**config.mk**
```make
export PLATFORM = sky130hd
export DESIGN_NAME = serial_mag_comparator
export DESIGN_NICKNAME = d
export VERILOG_FILES = /design/src/rtl/cmp_pkg.sv /design/src/rtl/cmp_digit.sv /design/src/rtl/serial_mag_comparator.sv
export SDC_FILE = /design/constraint.sdc
export NUM_CORES = 1
export LEC_CHECK = 0
export ABC_AREA = 1
export CELL_PAD_IN_SITES_DETAIL_PLACEMENT = 1
export CELL_PAD_IN_SITES_GLOBAL_PLACEMENT = 1
export CORE_MARGIN = 2
export CORE_UTILIZATION = 42
export DETAILED_ROUTE_END_ITERATION = 7
export GPL_ROUTABILITY_DRIVEN = 0
export GPL_TIMING_DRIVEN = 0
export PLACE_DENSITY = 0.87
export RECOVER_POWER = 50
export SKIP_CTS_REPAIR_TIMING = 1
export SYNTH_ARGS = -nofsm -noshare
export SYNTH_HDL_FRONTEND = slang
export SYNTH_SLANG_ARGS = --single-unit
```
**constraint.sdc**
```tcl
create_clock -name clk -period 2.5 [get_ports clk]
set_input_delay 0.5 -clock clk [delete_from_list [all_inputs] [get_ports clk]]
set_output_delay 0.5 -clock clk [all_outputs]
set_load 0.03 [all_outputs]
```
**src/rtl/cmp_pkg.sv**
```systemverilog
// rtl/cmp_pkg.sv - shared types and helpers for the serial magnitude comparator
package cmp_pkg;

    typedef enum logic [1:0] {
        IDLE,
        RUN,
        DONE
    } cmp_state_t;

    typedef enum logic [1:0] {
        GT,
        EQ,
        LT
    } cmp_res_t;

    function automatic int ndig(input int width, input int digit);
        return width / digit;
    endfunction

endpackage

```
**src/rtl/cmp_digit.sv**
```systemverilog
// rtl/cmp_digit.sv - combinational DIGIT-bit unsigned compare of one digit pair
module cmp_digit #(
    parameter int DIGIT = 1
) (
    input  logic [DIGIT-1:0] a_i,
    input  logic [DIGIT-1:0] b_i,
    output logic             gt_o,
    output logic             eq_o,
    output logic             lt_o
);

    assign gt_o = (a_i > b_i);
    assign eq_o = (a_i == b_i);
    assign lt_o = (a_i < b_i);

endmodule

```
**src/rtl/serial_mag_comparator.sv**
```systemverilog
// rtl/serial_mag_comparator.sv - MSB-first digit-serial magnitude comparator
// CMP_EARLY_EXIT_EN: finish on the first differing digit instead of after NDIG cycles.
module serial_mag_comparator
    import cmp_pkg::*;
#(
    parameter int WIDTH  = 8,
    parameter int DIGIT  = 1,
    parameter int SIGNED = 0
) (
    input  logic             clk,
    input  logic             rst,
    input  logic             in_valid,
    output logic             in_ready,
    input  logic [WIDTH-1:0] a,
    input  logic [WIDTH-1:0] b,
    output logic             out_valid,
    input  logic             out_ready,
    output logic             gt,
    output logic             eq,
    output logic             lt
);

    localparam int NDIG = ndig(WIDTH, DIGIT);
    localparam int CW   = (NDIG > 1) ? $clog2(NDIG) : 1;
    localparam logic [CW-1:0]    CNT_LAST  = CW'(NDIG - 1);
    // Flipping the sign bit maps two's complement order onto unsigned order.
    localparam logic [WIDTH-1:0] SIGN_FLIP = (SIGNED != 0) ? (WIDTH'(1) << (WIDTH - 1)) : '0;

    if (WIDTH < 1 || DIGIT < 1 || (WIDTH % DIGIT) != 0) begin : g_param_err
        $error("serial_mag_comparator: DIGIT must divide WIDTH exactly");
    end

    cmp_state_t       state_q, state_d;
    logic [WIDTH-1:0] a_q, a_d;
    logic [WIDTH-1:0] b_q, b_d;
    logic [CW-1:0]    cnt_q, cnt_d;
    logic             gt_q, gt_d;
    logic             eq_q, eq_d;
    logic             lt_q, lt_d;
`ifndef CMP_EARLY_EXIT_EN
    cmp_res_t         sticky_q, sticky_d;
    cmp_res_t         hit_res;
`endif

    logic     dig_gt, dig_eq, dig_lt;
    cmp_res_t cur_res;
    cmp_res_t res;
    logic     set_res;

    cmp_digit #(.DIGIT(DIGIT)) u_digit (
        .a_i  (a_q[WIDTH-1 -: DIGIT]),
        .b_i  (b_q[WIDTH-1 -: DIGIT]),
        .gt_o (dig_gt),
        .eq_o (dig_eq),
        .lt_o (dig_lt)
    );

    always_comb begin
        state_d = state_q;
        a_d     = a_q;
        b_d     = b_q;
        cnt_d   = cnt_q;
        gt_d    = gt_q;
        eq_d    = eq_q;
        lt_d    = lt_q;
        res     = EQ;
        set_res = 1'b0;
        cur_res = dig_gt ? GT : (dig_lt ? LT : EQ);
`ifndef CMP_EARLY_EXIT_EN
        sticky_d = sticky_q;
        hit_res  = (sticky_q == EQ) ? cur_res : sticky_q;
`endif

        case (state_q)
            IDLE: begin
                if (in_valid) begin
                    a_d     = a ^ SIGN_FLIP;
                    b_d     = b ^ SIGN_FLIP;
                    cnt_d   = CNT_LAST;
                    state_d = RUN;
`ifndef CMP_EARLY_EXIT_EN
                    sticky_d = EQ;
`endif
                end
            end
            RUN: begin
`ifdef CMP_EARLY_EXIT_EN
                if (!dig_eq) begin
                    res     = cur_res;
                    set_res = 1'b1;
                end else if (cnt_q == '0) begin
                    res     = EQ;
                    set_res = 1'b1;
                end else begin
                    a_d   = a_q << DIGIT;
                    b_d   = b_q << DIGIT;
                    cnt_d = cnt_q - CW'(1);
                end
`else
                // The first mismatch is latched; later digits cannot overturn it.
                if (cnt_q == '0) begin
                    res     = hit_res;
                    set_res = 1'b1;
                end else begin
                    sticky_d = hit_res;
                    a_d      = a_q << DIGIT;
                    b_d      = b_q << DIGIT;
                    cnt_d    = cnt_q - CW'(1);
                end
`endif
                if (set_res) begin
                    state_d = DONE;
                    gt_d    = (res == GT);
                    eq_d    = (res == EQ);
                    lt_d    = (res == LT);
                end
            end
            DONE: begin
                if (out_ready) begin
                    state_d = IDLE;
                    gt_d    = 1'b0;
                    eq_d    = 1'b0;
                    lt_d    = 1'b0;
                end
            end
            default: begin
                state_d = IDLE;
                gt_d    = 1'b0;
                eq_d    = 1'b0;
                lt_d    = 1'b0;
            end
        endcase
    end

    always_ff @(posedge clk or posedge rst) begin
        if (rst) begin
            state_q <= IDLE;
            a_q     <= '0;
            b_q     <= '0;
            cnt_q   <= '0;
            gt_q    <= 1'b0;
            eq_q    <= 1'b0;
            lt_q    <= 1'b0;
        end else begin
            state_q <= state_d;
            a_q     <= a_d;
            b_q     <= b_d;
            cnt_q   <= cnt_d;
            gt_q    <= gt_d;
            eq_q    <= eq_d;
            lt_q    <= lt_d;
        end
    end

`ifndef CMP_EARLY_EXIT_EN
    always_ff @(posedge clk or posedge rst) begin
        if (rst) begin
            sticky_q <= EQ;
        end else begin
            sticky_q <= sticky_d;
        end
    end
`endif

    assign in_ready  = (state_q == IDLE) && !rst;
    assign out_valid = (state_q == DONE);
    assign gt        = gt_q;
    assign eq        = eq_q;
    assign lt        = lt_q;

endmodule

```
# == After elaboration in Yosys (flattened, before gate mapping) ==
# Cells that the tools add are included.
# word_totals
out_inout_bits,5
mem_count,0
register_bits,26
inputBits,20
ram_bits,0
romBits,0
wordCells,59
latchBits,0
# classes
n_div,0
bitwise,1
n_reduce_logical,9
n_shift,0
add_sub_neg,1
n_mux,29
magnitude_cmp,2
eq_ne,9
mul,0
# op_table
operator,n
$mux 8,4
$pmux 8 s2,2
$mux 2,9
$pmux 1 s3,3
$reduce_and 3->1,3
$eq 2x1->1 const B,3
$mux 1,6
$mux 3,2
$ne 2x2->1 const B,3
$pmux 2 s3,1
$pmux 3 s2,1
$eq 2x2->1 const B,2
$logic_not 2->1,2
$pmux 2 s2,1
$logic_not 3->1,1
$sub 3x1->3 const B,1
$ne 2x1->1 const B,1
$reduce_bool 2->1,1
$gt 1x1->1,1
$logic_and 1x1->1,1
$logic_not 1->1,1
$lt 1x1->1,1
$not 1->1,1

# == Logic depth before layout (Yosys ltp) ==
# Gate-level depths: netlist (run 1).
# logic_depth
word_depth,9
depth_mapped,8
mapped_depth_nobuf,8

# == By module ==
# Synthesis (run 1) repeated with hierarchy kept, for this count alone.
# hier_totals
hier_cells,183
area_unflattened_um2,1355.0
# by_module_without_submodules
mod,n_inst,area_each_um2,cells_each,seq_area_each_um2
serial_mag_comparator,1,1322.5,179,651.9
cmp_digit,1,32.5,4,0.0

# == Least setup slack after synthesis (run 1) ==
# No wires, ideal clock.
# synth_path
path_type,register -> output
start,register state_q[0]
end,output in_ready
path_stages_with_launch,4
path_buffers,0
arrival_time_ps,1032
setup_slack_ps,968
t_required_ps,2000
cell_sequence,dfrtp_1 -> nor2_2 -> inv_1 -> nor2_1
# synth_between
elab_chain_len,2
# synth_lines
element,line_no,text
start: declaration,serial_mag_comparator.sv:33,"cmp_state_t state_q, state_d;"
start signal: assignment,serial_mag_comparator.sv:145,state_q <= state_d;
$logic_not 2->1,serial_mag_comparator.sv:165,assign in_ready = (state_q == IDLE) && !rst;
$logic_and 1x1->1,serial_mag_comparator.sv:165,
end: declaration,serial_mag_comparator.sv:13,"output logic in_ready,"
# No other way between the ends.

# == Worst setup path in the final report (run 1) ==
# layout_path
start,input rst
end,output in_ready
# layout_between
elab_chain_len,2
# layout_lines
element,line_no,text
start: declaration,serial_mag_comparator.sv:11,"input logic rst,"
$logic_not 1->1,serial_mag_comparator.sv:165,
$logic_and 1x1->1,serial_mag_comparator.sv:165,
# No other way between the ends.

==> results by group, run 1 <==
Synth
  – Count of unique library cells instantiated by Yosys: 21
  – Synth Net Count: 182
  – Post-synth top cells: 32 x nand2_1, 25 x dfrtp_1, 23 x inv_1
  – Post-synth top area share: 0.4405
  – Post-Syn Instances: 159
  – Async S/R FF share, synth: 1.000
  – Mapped cell area: 1420 um^2
  – Largest cells by area after synthesis: dfrtp_1 44%, o21ai_2 9.9%, nand2_1 8.5%
  – Most numerous cell in the Yosys netlist: nand2_1
  – Synthesis-stage register bit count: 26
  – Yosys warnings: 0
  – Seq/Total Area, Yosys: 0.4590
  – Mean Syn Cell Area: around 8.9 um^2
  – Cell taking the most area after synthesis: dfrtp_1
  – Main synth FF type: dfrtp_1
  – EDFF count, synth: 0

Clock tree
  – CTS max path bufs: 2
  – Clock-pin slew on the worst setup and hold paths: 140 ps
  – CTS tree: done
  – Worst skew pair latency: 340 ps
  – CTS H-tree depth: 1
  – CTS buffer count: 3
  – CTS Root Cell: clkbuf_4
  – CTS Sinks: 26

Global route
  – Initial antenna violation count: 0
  – Largest net degree at the start of global routing: 27
  – Vias in the first global route: ~1.2k
  – GRT Util Overall: 0.1857
  – First-pass GRT wire length: 5.595 mm
  – GRT overflow: 0

Timing
  – Clock Skew: 11.27 ps
  – Final setup fails: 0
  – Final min period: around 2400 ps
  – Max-slew violation count: 0
  – Period utilization: 0.9499
  – Measured slew at the worst slew-check pin: about 1000 ps
  – RSZ-0062 raised after global routing: false
  – Sum Neg Setup Slack: 0 ps
  – F_max: 421.1 MHz
  – Slew headroom: 0.3332
  – PnR worst setup slack: 125.3 ps
  – Final-report hold violation count: 0

Power
  – Switch Pwr: 0.9417 mW
  – P per Cell Area: 1235 nW/um^2
  – Sequential share of power: 0.344
  – Leakage power: 0.7788 nW
  – Worst VDD drop: 0.3894 mV
  – Switching share of power: 0.4678
  – Logic pwr share: 0.546
  – Clk pwr share: 0.110
  – Internal power: 1.071 mW

Setup path
  – Worst path required time: 2000 ps
  – Crit-path max cell delay: 680 ps
  – Crit. End Element: output pin
  – Crit-path max FO: 2
  – Crit-path slowest cell: clkdlybuf4s50_1
  – CP Launch Type: primary input
  – Critical path, cell by cell: dlygate4sd3_1 -> nor2_1 -> clkdlybuf4s50_1
  – CP Class: primary input to output pin
  – Crit path arrival time: roughly 1900 ps

Floorplan
  – Core area: 3284 um^2
  – Width of the chip: 62.15 um
  – Die area: 3863 um^2
  – Chip Height: between 60 and 70 um
  – FP Rows: 21
  – Starting Density: 0.4324
  – IO Count: 25

Drt
  – Final wirelength: 3.154 mm
  – DRC errors left: 0
  – First drt pass iteration count: 4
  – Drt initial violations: 18
  – Via Count: 1139
  – Vias per inst: between 4 and 5
  – Routed WL per cell: 13.54 um
  – Post-route ant nets: 0

Layout
  – Fin cells: around 230
  – Filler cell count: 425
  – Final instance area: between 1500 and 2000 um^2
  – Area delta synth->final: 14.80%
  – Final Util: 0.4964
  – Share of cells above drive strength 1: 0.1497
  – Nets: 211
  – Ant. Diodes: 0

Hold path
  – Type of the worst min-delay path: flip-flop to flip-flop

Placement
  – I/O Buffers: 24
  – Dpl hpwl: between 2 and 2.5 mm
  – Area post-placement: 1718 um^2
  – Inst Count DP: 229
  – Setup slack at placement: about 250 ps

Run status
  – Outcome: finished clean

Job
  – MaxCap Viol Count: 0
-- power groups by stage --
stage          logic (mW)  registers (mW)  clock network, mW
2_1_floorplan        1.08           0.721                  0
3_3_place_gp         1.37           0.691                  0
3_5_place_dp         1.44           0.704                  0
4_1_cts              1.45           0.694              0.232
5_1_grt              1.27           0.715              0.244
6_report             1.10           0.692              0.222
-- metrics by stage --
stage,hold WS [ps],power [mW]
floorplan,439.6,1.798
global placement,457.3,2.064
detailed placement,487.6,2.146
CTS,509.2,2.372
global route,546.4,2.232
finish,508.4,2.013
-- cell families after synthesis --
family	after synthesis	synth area share
simple gates	62	0.2247
compound gates	36	0.1718
buf+inv	32	0.1181
flops	26	0.4590
fa+ha+maj	3	0.02643
-- path summary, 6_finish.rpt --
| path | start | endpoint | slack [ps] | cells after the start |
|---|---|---|---|---|
| setup / recovery | rst | in_ready | 130 | 3 |
| hold / removal | cnt_q[0]$_DFFE_PP0P_ | cnt_q[0]$_DFFE_PP0P_ | 510 | 1 |
| setup reg to reg | cnt_q[0]$_DFFE_PP0P_ | b_q[2]$_DFFE_PP0P_ | 380 | 8 |
| hold reg to reg | cnt_q[0]$_DFFE_PP0P_ | cnt_q[0]$_DFFE_PP0P_ | 510 | 1 |
| max in group asynchronous | rst | a_q[4]$_DFFE_PP0P_ | 1040 | 2 |
| min in group asynchronous | rst | b_q[7]$_DFFE_PP0P_ | 860 | 2 |
-- cells in the final DEF (no fill, tap or decap), drive strengths merged --
cell / instances
clkdlybuf4s50: 23
dfrtp: 25
buf: 2
nand3: 9
dlygate4sd3: 1
clkbuf: 7
o21ai: 33
inv: 27
a21oi: 3
nand2: 48
nor2: 5
dfstp: 1
ha: 3
-- sequential cells by signal, indices dropped and copies added (netlist names) --
name	count
gt	1
a_q	8
eq	1
state_q	2
sticky_q	2
lt	1
cnt_q	3
b_q	8
-- per-layer routing --
layer	GRT usage	routed length [um]	vias up
li1	-	-	550
met1	0.2201	1337	562
met2	0.3342	1663	22
met4	0.09444	68	0
met5	0	0	-
met3	0.01812	85	5
-- area by class of cell --
class	count	area, um^2	area share
tap	46	57.56	0.03530
buffer	5	21.27	0.01305
sequential	26	651.9	0.3998
multi-input combinational	101	516.7	0.3170
inverter	27	106.4	0.06523
clock buffer	4	36.28	0.02226
timing repair buffer	24	240.2	0.1474
-- critical path, delay by kind of cell --
kind	cells	cell delay, ps
buffers and inverters	2	1240
and+or+nand+nor	1	130
(Power assumes the default switching activity.)
==> run 2, diff against run 1 <==
GPL_TIMING_DRIVEN = default   (was 0)
==> results by group, run 2 (synthesis gave the netlist of run 1 again) <==
Global route
  – GRT overflow: 0 (unchanged)
  – First-pass GRT wire length: 4.885 mm (-13%)
  – Largest net degree at the start of global routing: 35 (+30%)
  – GRT Util Overall: 0.1601 (-0.02558)
  – Initial antenna violation count: 0 (unchanged)
  – Vias in the first global route: 1146 (-4.4%)

Floorplan
  – Width of the chip: 62.15 um (unchanged)
  – Die area: 3863 um^2 (unchanged)
  – FP Rows: 21 (unchanged)
  – Chip Height: 62.15 um (unchanged)
  – Core area: 3284 um^2 (unchanged)
  – IO Count: 25 (unchanged)
  – Starting Density: 0.4324 (unchanged)

Clock tree
  – CTS max path bufs: 2 (unchanged)
  – Clock-pin slew on the worst setup and hold paths: 140 ps (about the same)
  – CTS Root Cell: clkbuf_4
  – CTS tree: done
  – CTS H-tree depth: 1 (unchanged)
  – Worst skew pair latency: 330 ps (about the same)
  – CTS buffer count: 3 (unchanged)
  – CTS Sinks: 26 (unchanged)

Hold path
  – Type of the worst min-delay path: flip-flop to flip-flop
  – Hold path depth: 1 (unchanged)
  – HP Start: cnt_q[0]$_DFFE_PP0P_
  – Hold EP: cnt_q[0]$_DFFE_PP0P_

Drt
  – Via Count: 1070 (-6.1%)
  – Final wirelength: 2.780 mm (-12%)
  – Vias per inst: 4.672 (-4.4%)
  – Post-route ant nets: 0 (unchanged)
  – DRC errors left: 0 (unchanged)
  – Routed WL per cell: 12.14 um (-10%)
  – Drt initial violations: 11 (-7)
  – First drt pass iteration count: 2 (-2)

Placement
  – I/O Buffers: 24 (unchanged)
  – Dpl hpwl: 2.125 mm (-14%)

Setup path
  – FF-to-FF End: cnt_q[0]$_DFFE_PP0P_
  – Launching point of the worst reg2reg path: state_q[0]$_DFFE_PP0P_
  – R2R Setup Slk: 820 ps (+440 ps)
  – Cells on worst reg2reg path: 6 (-2)
  – Crit-path max cell delay: 670 ps (about the same)
  – Crit. End Element: output pin
  – Crit-path max FO: 2 (unchanged)
  – Critical path, cell by cell: dlygate4sd3_1 -> nor2_1 -> clkdlybuf4s50_1
  – Crit-path slowest cell: clkdlybuf4s50_1
  – CP Class: primary input to output pin
  – CP Launch Type: primary input
  – Crit path arrival time: 1830 ps (-40 ps)
  – Worst path required time: 2000 ps (about the same)

Timing
  – Period utilization: 0.9328 (-0.01707)
  – Max-slew violation count: 0 (unchanged)
  – Slew headroom: 0.4794 (+0.1462)
  – Sum Neg Setup Slack: 0 ps (unchanged)
  – Final setup fails: 0 (unchanged)
  – Final-report hold violation count: 0 (unchanged)
  – F_max: 428.8 MHz (+1.8%)
  – Final min period: 2332 ps (-42.68 ps)
  – Measured slew at the worst slew-check pin: 780.9 ps (-218.2 ps)
  – Clock Skew: 3.673 ps (-7.599 ps)
  – RSZ-0062 raised after global routing: false

Job
  – MaxCap Viol Count: 0 (unchanged)

Run status
  – Outcome: finished clean

Layout
  – Area delta synth->final: 18.33%
  – Share of cells above drive strength 1: 0.2295 (+0.07978)
  – Commonest cells after routing, fill and taps aside: 33 x nand2_1, 25 x dfrtp_1, 23 x inv_1, 23 x clkdlybuf4s50_1
  – Nets: 207 (-1.9%)
  – Commonest non-fill, non-tap cell in the layout: nand2_1
  – Final Util: 0.5116 (+0.01524)
  – Ant. Diodes: 0 (unchanged)
  – Largest registers: a_q (8), b_q (8), cnt_q (3)

Power
  – Worst VDD drop: 0.4086 mV (+4.9%)
  – Leakage power: 0.7899 nW (+1.4%)
  – P per Cell Area: 1263 nW/um^2 (+2.2%)
run 2: cell count changes in the layout (fill, tap and decap cells not counted), sizes merged:
cell / before / now
clkbuf: 7 / 5
buf: 2 / 0
run 2: critical path, delay by kind of cell:
family	cells	cell delay, ps
buffers and inverters	2	1220
and+or+nand+nor	1	110
run 2: layout make-up:
type	count	area [um^2]
flip-flops and latches	26	651.9
inverters	27	106.4
fillers	407	1604
multi-input cells	101	584.3
well taps	46	57.56
clock buffers	4	36.28
repair buffers	25	244.0
run 2: worst max path at each step:
stage,depth (start not counted),end,startpoint
floorplan,3,in_ready,state_q[0]$_DFFE_PP0P_
global placement,3,in_ready,rst
detailed placement,3,in_ready,rst
CTS,4,in_ready,state_q[0]$_DFFE_PP0P_
global route,4,in_ready,state_q[0]$_DFFE_PP0P_
finish,3,in_ready,rst
run 2: power breakdown:
| group | switching, mW | internal, mW |
|---|---|---|
| registers | 0.0823 | 0.613 |
| logic | 0.799 | 0.408 |
| clock network | 0.131 | 0.0893 |
run 2: routing by layer:
| metal | vias up | global-route usage | routed length (um) |
|---|---|---|---|
| met2 | 20 | 0.3016 | 1416 |
| li1 | 543 | - | - |
| met5 | - | 0 | 0 |
| met3 | 5 | 0.01993 | 99 |
| met1 | 502 | 0.1782 | 1212 |
| met4 | 0 | 0.07500 | 52 |
run 2: stage by stage:
| step | hold slack (ps) | area (um^2) | setup slack, ps | power (mW) | cells |
|---|---|---|---|---|---|
| 6_report | 505.9 | 1680 | 168.0 | 2.122 | 229 |
| 2_1_floorplan | 439.6 | 1420 | 968.2 | 1.798 | 159 |
| 3_5_place_dp | 475.2 | 1664 | 300.9 | 1.969 | 225 |
| 3_3_place_gp | 458.2 | 1664 | 310.7 | 1.874 | 225 |
| 5_1_grt | 531.8 | 1680 | 73.78 | 2.330 | 229 |
| 4_1_cts | 498.2 | 1700 | 171.9 | 2.193 | 229 |
